<file path="config.mk">
export PLATFORM = sky130hd
export DESIGN_NAME = ucq_merge_flat
export DESIGN_NICKNAME = d
export VERILOG_FILES = /design/src/rtl/ucq_merge_if.sv /design/src/rtl/ucq_merge.sv /design/src/flat_wrapper.sv
export SDC_FILE = /design/constraint.sdc
export NUM_CORES = 1
export LEC_CHECK = 0
export CAP_MARGIN = 20
export CORE_UTILIZATION = 56
export DETAILED_ROUTE_END_ITERATION = 8
export GPL_TIMING_DRIVEN = 0
export PLACE_DENSITY_LB_ADDON = 0.1
export SYNTH_ARGS = -nofsm -noshare
export SYNTH_HDL_FRONTEND = slang
export SYNTH_SLANG_ARGS = --single-unit
</file>
<file path="constraint.sdc">
create_clock -name clk -period 6.5 [get_ports clk]
set_input_delay 0.65 -clock clk [delete_from_list [all_inputs] [get_ports clk]]
set_output_delay 0.65 -clock clk [all_outputs]
set_load 0.01 [all_outputs]
</file>
<file path="src/rtl/ucq_merge_if.sv">
// Producer/consumer bundle for the unit-clause queue merger.
// master = engines + consumer side, slave = ucq_merge.
interface ucq_merge_if #(
  parameter int NUM_CH = 4,
  parameter int LIT_W  = 16,
  parameter int DEPTH  = 16
);
  localparam int CW = $clog2(DEPTH + 1);

  logic [NUM_CH-1:0]       in_valid;
  logic [NUM_CH*LIT_W-1:0] in_lit;
  logic [NUM_CH-1:0]       in_full;
  logic                    out_pop;
  logic [LIT_W-1:0]        out_lit;
  logic                    out_empty;
  logic [CW-1:0]           count;
  logic                    flush;
  logic                    conflict;
  logic                    conflict_clr;

  modport master (
    output in_valid, in_lit, out_pop, flush, conflict_clr,
    input  in_full, out_lit, out_empty, count, conflict
  );

  modport slave (
    input  in_valid, in_lit, out_pop, flush, conflict_clr,
    output in_full, out_lit, out_empty, count, conflict
  );
endinterface

</file>
<file path="src/rtl/ucq_merge.sv">
// Merges BCP implications from NUM_CH engines into one FIFO with
// conflict detection; define UCQ_MERGE_DEDUP_EN to drop duplicates.
module ucq_merge #(
  parameter int NUM_CH = 4,
  parameter int LIT_W  = 16,
  parameter int DEPTH  = 16
) (
  input  logic        clk,
  input  logic        rst_n,
  ucq_merge_if.slave  s_if
);
  localparam int AW  = $clog2(DEPTH);
  localparam int CW  = $clog2(DEPTH + 1);
  localparam int CHW = (NUM_CH > 1) ? $clog2(NUM_CH) : 1;

  typedef logic [LIT_W-1:0] lit_t;

  lit_t              mem_q [DEPTH];
  logic [AW-1:0]     rd_q, rd_d;
  logic [AW-1:0]     wr_q, wr_d;
  logic [CW-1:0]     cnt_q, cnt_d;
  logic [NUM_CH-1:0] hv_q, hv_d;
  lit_t              hl_q [NUM_CH];
  lit_t              hl_d [NUM_CH];
  logic [CHW-1:0]    rr_q, rr_d;
  logic              conf_q, conf_d;

  logic              pop_ok;
  logic              gnt_v;
  logic              gnt;
  logic              push;
  logic              clash;
  logic [CHW-1:0]    gnt_idx;
  logic [CHW:0]      c;
  logic [AW-1:0]     off;
  lit_t              gnt_lit;
`ifdef UCQ_MERGE_DEDUP_EN
  logic              dup;
`endif

  function automatic logic opp(lit_t a, lit_t b);
    return (a[LIT_W-1:1] == b[LIT_W-1:1]) && (a[0] != b[0]);
  endfunction

  always_comb begin
    pop_ok  = s_if.out_pop && (cnt_q != '0);
    gnt_v   = 1'b0;
    gnt_idx = '0;
    c       = '0;
    // round-robin search starting at the channel after the last grant
    for (int i = 0; i < NUM_CH; i++) begin
      c = {1'b0, rr_q} + (CHW+1)'(i);
      if (c >= (CHW+1)'(NUM_CH))
        c = c - (CHW+1)'(NUM_CH);
      if (!gnt_v && hv_q[c[CHW-1:0]]) begin
        gnt_v   = 1'b1;
        gnt_idx = c[CHW-1:0];
      end
    end
    gnt     = gnt_v && ((cnt_q != CW'(DEPTH)) || pop_ok);
    gnt_lit = hl_q[gnt_idx];

    clash = 1'b0;
    off   = '0;
`ifdef UCQ_MERGE_DEDUP_EN
    dup   = 1'b0;
`endif
    for (int i = 0; i < DEPTH; i++) begin
      off = AW'(i) - rd_q;
      if (CW'(off) < cnt_q) begin
        if (opp(mem_q[i], gnt_lit))
          clash = 1'b1;
`ifdef UCQ_MERGE_DEDUP_EN
        if (mem_q[i] == gnt_lit)
          dup = 1'b1;
`endif
      end
    end
    for (int k = 0; k < NUM_CH; k++) begin
      if (hv_q[k] && (CHW'(k) != gnt_idx) && opp(hl_q[k], gnt_lit))
        clash = 1'b1;
    end

`ifdef UCQ_MERGE_DEDUP_EN
    push = gnt && !dup;
`else
    push = gnt;
`endif

    rd_d   = rd_q + AW'(pop_ok);
    wr_d   = wr_q + AW'(push);
    cnt_d  = cnt_q + CW'(push) - CW'(pop_ok);
    rr_d   = rr_q;
    if (gnt)
      rr_d = (gnt_idx == CHW'(NUM_CH - 1)) ? '0 : gnt_idx + 1'b1;
    conf_d = (gnt && clash) || (conf_q && !s_if.conflict_clr);

    hv_d = hv_q;
    hl_d = hl_q;
    if (gnt)
      hv_d[gnt_idx] = 1'b0;
    // a register freed this edge still looks full, so no same-edge refill
    for (int k = 0; k < NUM_CH; k++) begin
      if (s_if.in_valid[k] && !hv_q[k]) begin
        hv_d[k] = 1'b1;
        hl_d[k] = s_if.in_lit[k*LIT_W +: LIT_W];
      end
    end

    if (s_if.flush) begin
      push   = 1'b0;
      rd_d   = '0;
      wr_d   = '0;
      cnt_d  = '0;
      rr_d   = '0;
      conf_d = 1'b0;
      hv_d   = '0;
    end
  end

  always_ff @(posedge clk) begin
    if (!rst_n) begin
      rd_q   <= '0;
      wr_q   <= '0;
      cnt_q  <= '0;
      hv_q   <= '0;
      rr_q   <= '0;
      conf_q <= 1'b0;
    end else begin
      rd_q   <= rd_d;
      wr_q   <= wr_d;
      cnt_q  <= cnt_d;
      hv_q   <= hv_d;
      rr_q   <= rr_d;
      conf_q <= conf_d;
    end
  end

  always_ff @(posedge clk) begin
    hl_q <= hl_d;
    if (push && rst_n)
      mem_q[wr_q] <= gnt_lit;
  end

  assign s_if.in_full   = hv_q;
  assign s_if.out_lit   = mem_q[rd_q];
  assign s_if.out_empty = (cnt_q == '0);
  assign s_if.count     = cnt_q;
  assign s_if.conflict  = conf_q;
endmodule

</file>
<file path="src/flat_wrapper.sv">
// flat-port wrapper written by rule: the top's interface ports become plain ports
module ucq_merge_flat 
#(
  parameter int NUM_CH = 4,
  parameter int LIT_W  = 16,
  parameter int DEPTH  = 16
)
  (clk, rst_n, s_if_in_valid, s_if_in_lit, s_if_out_pop, s_if_flush, s_if_conflict_clr, s_if_in_full, s_if_out_lit, s_if_out_empty, s_if_count, s_if_conflict);
  ucq_merge_if #(.NUM_CH(NUM_CH), .LIT_W(LIT_W), .DEPTH(DEPTH)) s_if_i ();
  input  logic clk;
  input  logic rst_n;
  input wire logic [$bits(s_if_i.in_valid)-1:0] s_if_in_valid;
  input wire logic [$bits(s_if_i.in_lit)-1:0] s_if_in_lit;
  input wire logic [$bits(s_if_i.out_pop)-1:0] s_if_out_pop;
  input wire logic [$bits(s_if_i.flush)-1:0] s_if_flush;
  input wire logic [$bits(s_if_i.conflict_clr)-1:0] s_if_conflict_clr;
  output wire logic [$bits(s_if_i.in_full)-1:0] s_if_in_full;
  output wire logic [$bits(s_if_i.out_lit)-1:0] s_if_out_lit;
  output wire logic [$bits(s_if_i.out_empty)-1:0] s_if_out_empty;
  output wire logic [$bits(s_if_i.count)-1:0] s_if_count;
  output wire logic [$bits(s_if_i.conflict)-1:0] s_if_conflict;
  assign s_if_i.in_valid = s_if_in_valid;
  assign s_if_i.in_lit = s_if_in_lit;
  assign s_if_i.out_pop = s_if_out_pop;
  assign s_if_i.flush = s_if_flush;
  assign s_if_i.conflict_clr = s_if_conflict_clr;
  assign s_if_in_full = s_if_i.in_full;
  assign s_if_out_lit = s_if_i.out_lit;
  assign s_if_out_empty = s_if_i.out_empty;
  assign s_if_count = s_if_i.count;
  assign s_if_conflict = s_if_i.conflict;
  ucq_merge #(.NUM_CH(NUM_CH), .LIT_W(LIT_W), .DEPTH(DEPTH)) u_core (.clk(clk), .rst_n(rst_n), .s_if(s_if_i));
endmodule
</file>
==> results of run 1 <==
cell families (layout without fill, tap and decap cells):
| family | Yosys count | in the layout | synth area share |
|---|---|---|---|
| adder cells (fa/ha/maj) | 50 | 50 | 0.0339 |
| buffers and inverters | 123 | 306 | 0.0339 |
| XOR/XNOR | 318 | 318 | 0.149 |
| flip-flops | 340 | 340 | 0.535 |
| AO/OA/AOI/OAI | 200 | 200 | 0.0736 |
| AND/OR/NAND/NOR | 229 | 229 | 0.0686 |
| multiplexers | 96 | 96 | 0.106 |
power by group:
part / switching (mW) / internal [mW]
combinational: 1.06 / 0.659
clock: 0.890 / 1.16
sequential: 0.0562 / 2.51
cell type report:
class / count / area, µm² / area share
Buffer: 76 / 455 / 0.0210
Timing Repair Buffer: 114 / 1210 / 0.0559
Clock buffer: 44 / 973 / 0.0449
Tap cell: 442 / 553 / 0.0255
Clock inverter: 25 / 191 / 0.00883
Sequential cell: 340 / 10000 / 0.462
Inverter: 47 / 179 / 0.00825
Multi-Input combinational cell: 893 / 8110 / 0.374
routing by layer:
metal	part of all wire	global-route usage	vias to the layer above
li1	-	-	5477
met1	0.38	0.508	6528
met2	0.43	0.553	897
met3	0.12	0.0933	176
met4	0.063	0.216	0
met5	0	0	-
Yosys cell counts (all sizes together) (3+ instances only):
cell type and number:
nor3 37, nor4 17, o211ai 3, nand3 18
xnor2 224, and3 16, a21oi 64, a31oi 9
a32oi 3, o2111ai 11, nand2 17, a221oi 3
xor2 94, nor2 42, clkbuf 26, and2 6
o2bb2ai 5, a211oi 21, a21o 16, a2111oi 3
mux2i 15, nand2b 5, or3 3, dfxtp 20
o21ai 30, o22ai 8, inv 47, mux4 80
ha 49, buf 50, nor2b 9, nand4b 4
edfxtp 320, o221ai 5, nand4 49
flip-flops by register name, summed over array words and instances (netlist names):
| name | flops |
|---|---|
| u_core.rd_q | 4 |
| u_core.s_if.in_full | 4 |
| u_core.wr_q | 4 |
| u_core.mem_q | 256 |
| u_core.rr_q | 2 |
| u_core.hl_q | 64 |
| u_core.s_if.conflict | 1 |
| u_core.s_if.count | 5 |
worst paths after layout:
check | from | endpoint | slack, ns | depth (start not counted)
max | u_core.rd_q[0] | u_core.s_if.conflict | 0.61 | 16
min | u_core.s_if.in_full[1] | u_core.s_if.in_full[1] | 0.58 | 1
max reg2reg | u_core.rd_q[0] | u_core.s_if.conflict | 0.61 | 16
min reg2reg | u_core.s_if.in_full[1] | u_core.s_if.in_full[1] | 0.58 | 1
critical path: stages, from the launching register on:
cell and delay [ns]:
dfxtp_1 0.35, clkbuf_1 0.49, buf_1 0.71, buf_1 0.83, inv_1 0.25, ha_1 0.39, ha_1 0.28, a21o_1 0.17
a21o_1 0.20, a21oi_1 0.40, o221ai_1 0.27, a221oi_1 0.28, nand4_1 0.12, nor4_1 0.61, nor4_1 0.18, nand3_1 0.13
o31a_1 0.17
==> impl_metrics.env, run 1 <==
export IMPL_numPortBuffers=99
export IMPL_io_pins=100
export IMPL_synth_top_area_frac=0.514
export IMPL_via_per_inst=6.60
export IMPL_min_period_over_period=0.906
export IMPL_maxCapViolCount=0
export IMPL_drv_slew=0
export IMPL_cts_resized=0
export IMPL_powerDensity_mw_per_mm2=292
export IMPL_final_cell_mix="edfxtp_1 (320), xnor2_1 (224), clkdlybuf4s50_1 (99)"
export IMPL_worst_slew_pin_slew_ns=1.05
export IMPL_area_growth_syn_to_layout_pct=16.0
export IMPL_drt_iter0_drc=1802
export IMPL_die_h_um=185
export IMPL_setup_viol=0
export IMPL_clock_root_buffer="clkbuf_16"
export IMPL_yosysTopAreaCell="edfxtp_1"
export IMPL_fp_coreArea_mm2=0.0327
export IMPL_drcViolationCount=0
export IMPL_grt_max_degree=26
export IMPL_synth_seq_area_share=0.535
export IMPL_grt_pass1_wl_um=88700
export IMPL_gp_congestion=1.03
export IMPL_fin_tns_setup_ns=0
export IMPL_design_area_mm2=0.0217
export IMPL_dp_hpwl_um=45300
export IMPL_cp_data_arrival_time_ns=6.37
export IMPL_instances_no_fill=1981
export IMPL_synthTopCellsByArea="edfxtp_1 (51%), xnor2_1 (10%), mux4_2 (9.6%)"
export IMPL_ir_worst_vdd_mv=0.267
export IMPL_cts_sinks=340
export IMPL_antenna_found_initial=0
export IMPL_clkSlewWorstSetupHoldPaths_ns=0.06
export IMPL_ys_ff_latch=340
export IMPL_cts_max_level=2
export IMPL_syn_nets=1479
export IMPL_ys_async_sr_fraction=0
export IMPL_synth_cells=1356
export IMPL_status="finished clean"
export IMPL_postCtsHoldBufs=0
export IMPL_hold_path_class="register to register"
export IMPL_final_nets=1633
export IMPL_synth_edf_count=320
export IMPL_clk_latency_ns=0.56
export IMPL_diodes=0
export IMPL_ant_nets=0
export IMPL_fin_util=0.663
export IMPL_postPlaceCellArea_mm2=0.0205
export IMPL_layout_commonest_cell="edfxtp_1"
export IMPL_start_util=0.572
export IMPL_leakagePower_nw=7.05
export IMPL_ys_flop_type="edfxtp_1"
export IMPL_period_needed_ns=5.89
export IMPL_wl_um=62000
export IMPL_die_area_mm2=0.0341
export IMPL_yosysWarnings=0
export IMPL_whs_ns=0.579
export IMPL_rsz0062_at_grt="no"
export IMPL_power_total_mw=6.33
export IMPL_numCtsBuffers=38
export IMPL_setup_ws_ns=0.610
export IMPL_place_inst=1912
export IMPL_crit_required_ns=6.98
export IMPL_clk_path_buf_depth=3
export IMPL_critPathCaptureType="register"
export IMPL_cp_max_fo=10
export IMPL_critical_path_class="register to register"
export IMPL_relSlewSlack=0.297
export IMPL_cts_tree="done"
export IMPL_vias=13100
export IMPL_rows=66
export IMPL_clock_skew_ns=0.0269
export IMPL_drt_pass1_iter_count=5
export IMPL_place_ws_ns=0.815
export IMPL_wl_per_cell_um=31.3
export IMPL_drive_gt1_frac=0.153
export IMPL_syn_avg_cell_area_um2=13.8
export IMPL_finalHoldViolCount=0
export IMPL_grt_usage=0.375
export IMPL_cts_setup_buffers=0
export IMPL_start_kind="register"
export IMPL_grt_overflow=0
export IMPL_chipWidth_um=185
export IMPL_syn_cell_area_mm2=0.0187
export IMPL_final_fill_count=2494
export IMPL_clock_fmax_mhz=170
export IMPL_grt_pass1_vias=12800
export IMPL_ys_types=72
Power figures use the tool's default switching activity.
==> run 2, diff against run 1 <==
--- a/config.mk
+++ b/config.mk
@@ -6,7 +6,7 @@
 export NUM_CORES = 1
 export LEC_CHECK = 0
 export CAP_MARGIN = 20
-export CORE_UTILIZATION = 56
+export CORE_UTILIZATION = 50
 export DETAILED_ROUTE_END_ITERATION = 8
 export GPL_TIMING_DRIVEN = 0
 export PLACE_DENSITY_LB_ADDON = 0.1
==> impl_metrics.env, run 2 (same netlist as run 1, synthesis figures left out) <==
export IMPL_status="finished clean"
export IMPL_clkSlewWorstSetupHoldPaths_ns=0.06
export IMPL_numCtsBuffers=38
export IMPL_io_pins=100
export IMPL_hold_path_class="register to register"
export IMPL_dp_hpwl_um=47600
export IMPL_drt_iter0_drc=1533
export IMPL_critical_path_class="register to register"
export IMPL_drcViolationCount=0
export IMPL_cp_data_arrival_time_ns=6.45
export IMPL_wl_um=64300
export IMPL_grt_pass1_vias=12500
export IMPL_reg2reg_depth=16
export IMPL_die_h_um=195
export IMPL_cts_max_level=2
export IMPL_via_per_inst=6.43
export IMPL_start_kind="register"
export IMPL_drt_pass1_iter_count=5
export IMPL_grt_usage=0.341
export IMPL_gp_congestion=0.975
export IMPL_worst_slew_pin_slew_ns=1.07
export IMPL_cts_tree="done"
export IMPL_clock_fmax_mhz=168
export IMPL_drive_gt1_frac=0.161
export IMPL_cts_setup_buffers=0
export IMPL_clk_latency_ns=0.58
export IMPL_clock_root_buffer="clkbuf_16"
export IMPL_finalHoldViolCount=0
export IMPL_fp_coreArea_mm2=0.0367
export IMPL_antenna_found_initial=1
export IMPL_min_period_over_period=0.913
export IMPL_clk_path_buf_depth=3
export IMPL_relSlewSlack=0.285
export IMPL_wl_per_cell_um=32.0
export IMPL_cp_max_fo=10
export IMPL_numPortBuffers=99
export IMPL_die_area_mm2=0.0382
export IMPL_crit_required_ns=7.01
export IMPL_rows=70
export IMPL_diodes=0
export IMPL_start_util=0.509
export IMPL_fin_tns_setup_ns=0
export IMPL_power_total_mw=6.42
export IMPL_cts_resized=0
export IMPL_largest_reg_flops=256
export IMPL_final_nets=1636
export IMPL_regMostFlops="u_core.mem_q"
export IMPL_hold_depth=1
export IMPL_critPathCaptureType="register"
export IMPL_period_needed_ns=5.94
export IMPL_layout_commonest_cell="edfxtp_1"
export IMPL_grt_overflow=0
export IMPL_grt_max_degree=26
export IMPL_vias=12900
export IMPL_powerDensity_mw_per_mm2=294
export IMPL_final_cell_mix="edfxtp_1 (320), xnor2_1 (224), clkdlybuf4s50_1 (99)"
export IMPL_area_growth_syn_to_layout_pct=16.5
export IMPL_drv_slew=0
export IMPL_maxCapViolCount=0
export IMPL_chipWidth_um=195
export IMPL_ir_worst_vdd_mv=0.248
export IMPL_grt_pass1_wl_um=90500
export IMPL_postCtsHoldBufs=0
export IMPL_leakagePower_nw=7.09
export IMPL_whs_ns=0.553
export IMPL_cts_sinks=340
export IMPL_rsz0062_at_grt="no"
export IMPL_ant_nets=0
export IMPL_setup_viol=0
export IMPL_clock_skew_ns=0.0232
run 2: area by class of cell:
type	instances	area [µm²]
fill	2924	14900
sequential	340	10000
multi-input combinational	893	8110
timing repair buffer	117	1240
clock buffer	45	998
tap	468	586
buffer	76	455
clock inverter	23	206
inverter	47	179
run 2: critical path, stage by stage, from the launching register on:
cell and delay [ns]:
dfxtp_1 0.36, clkbuf_1 0.48, buf_1 0.65, buf_1 0.86, inv_1 0.23, ha_1 0.39, ha_1 0.28, a21o_1 0.18
a21o_1 0.20, a21oi_1 0.50, o221ai_1 0.25, a221oi_1 0.31, nand4_1 0.13, nor4_1 0.55, nor4_1 0.21, nand3_1 0.14
o31a_1 0.15
run 2: per-layer routing:
layer	up-vias	wire, µm	track usage
met2	753	28600	0.512
met1	6516	26100	0.465
met3	155	6200	0.0794
met4	2	3340	0.170
li1	5492	-	-
met5	-	11	0
run 2: final timing paths:
kind                                        startpoint                endpoint  slack [ns]
worst max-delay path                    u_core.rd_q[0]    u_core.s_if.conflict        0.56
worst min-delay path            u_core.s_if.in_full[1]  u_core.s_if.in_full[1]        0.55
worst max register to register          u_core.rd_q[0]    u_core.s_if.conflict        0.56
worst min register to register  u_core.s_if.in_full[1]  u_core.s_if.in_full[1]        0.55
run 2: power by group:
group | switching [mW] | total [mW] | internal (mW)
sequential | 0.0573 | 2.56 | 2.51
combinational | 1.08 | 1.74 | 0.656
clock | 0.924 | 2.12 | 1.19
run 2: through the flow:
stage / cell area, µm² / instances / setup WS, ns / utilization
after CTS: 21800 / 2008 / 0.663 / 0.593
after detailed placement: 20600 / 1940 / 0.689 / 0.560
after floorplan: 18700 / 1356 / 2.78 / -
final: 21800 / 2009 / 0.563 / 0.594
after global placement: 20300 / 1923 / 0.709 / 0.552
after global routing: 21800 / 2009 / 0.263 / 0.594
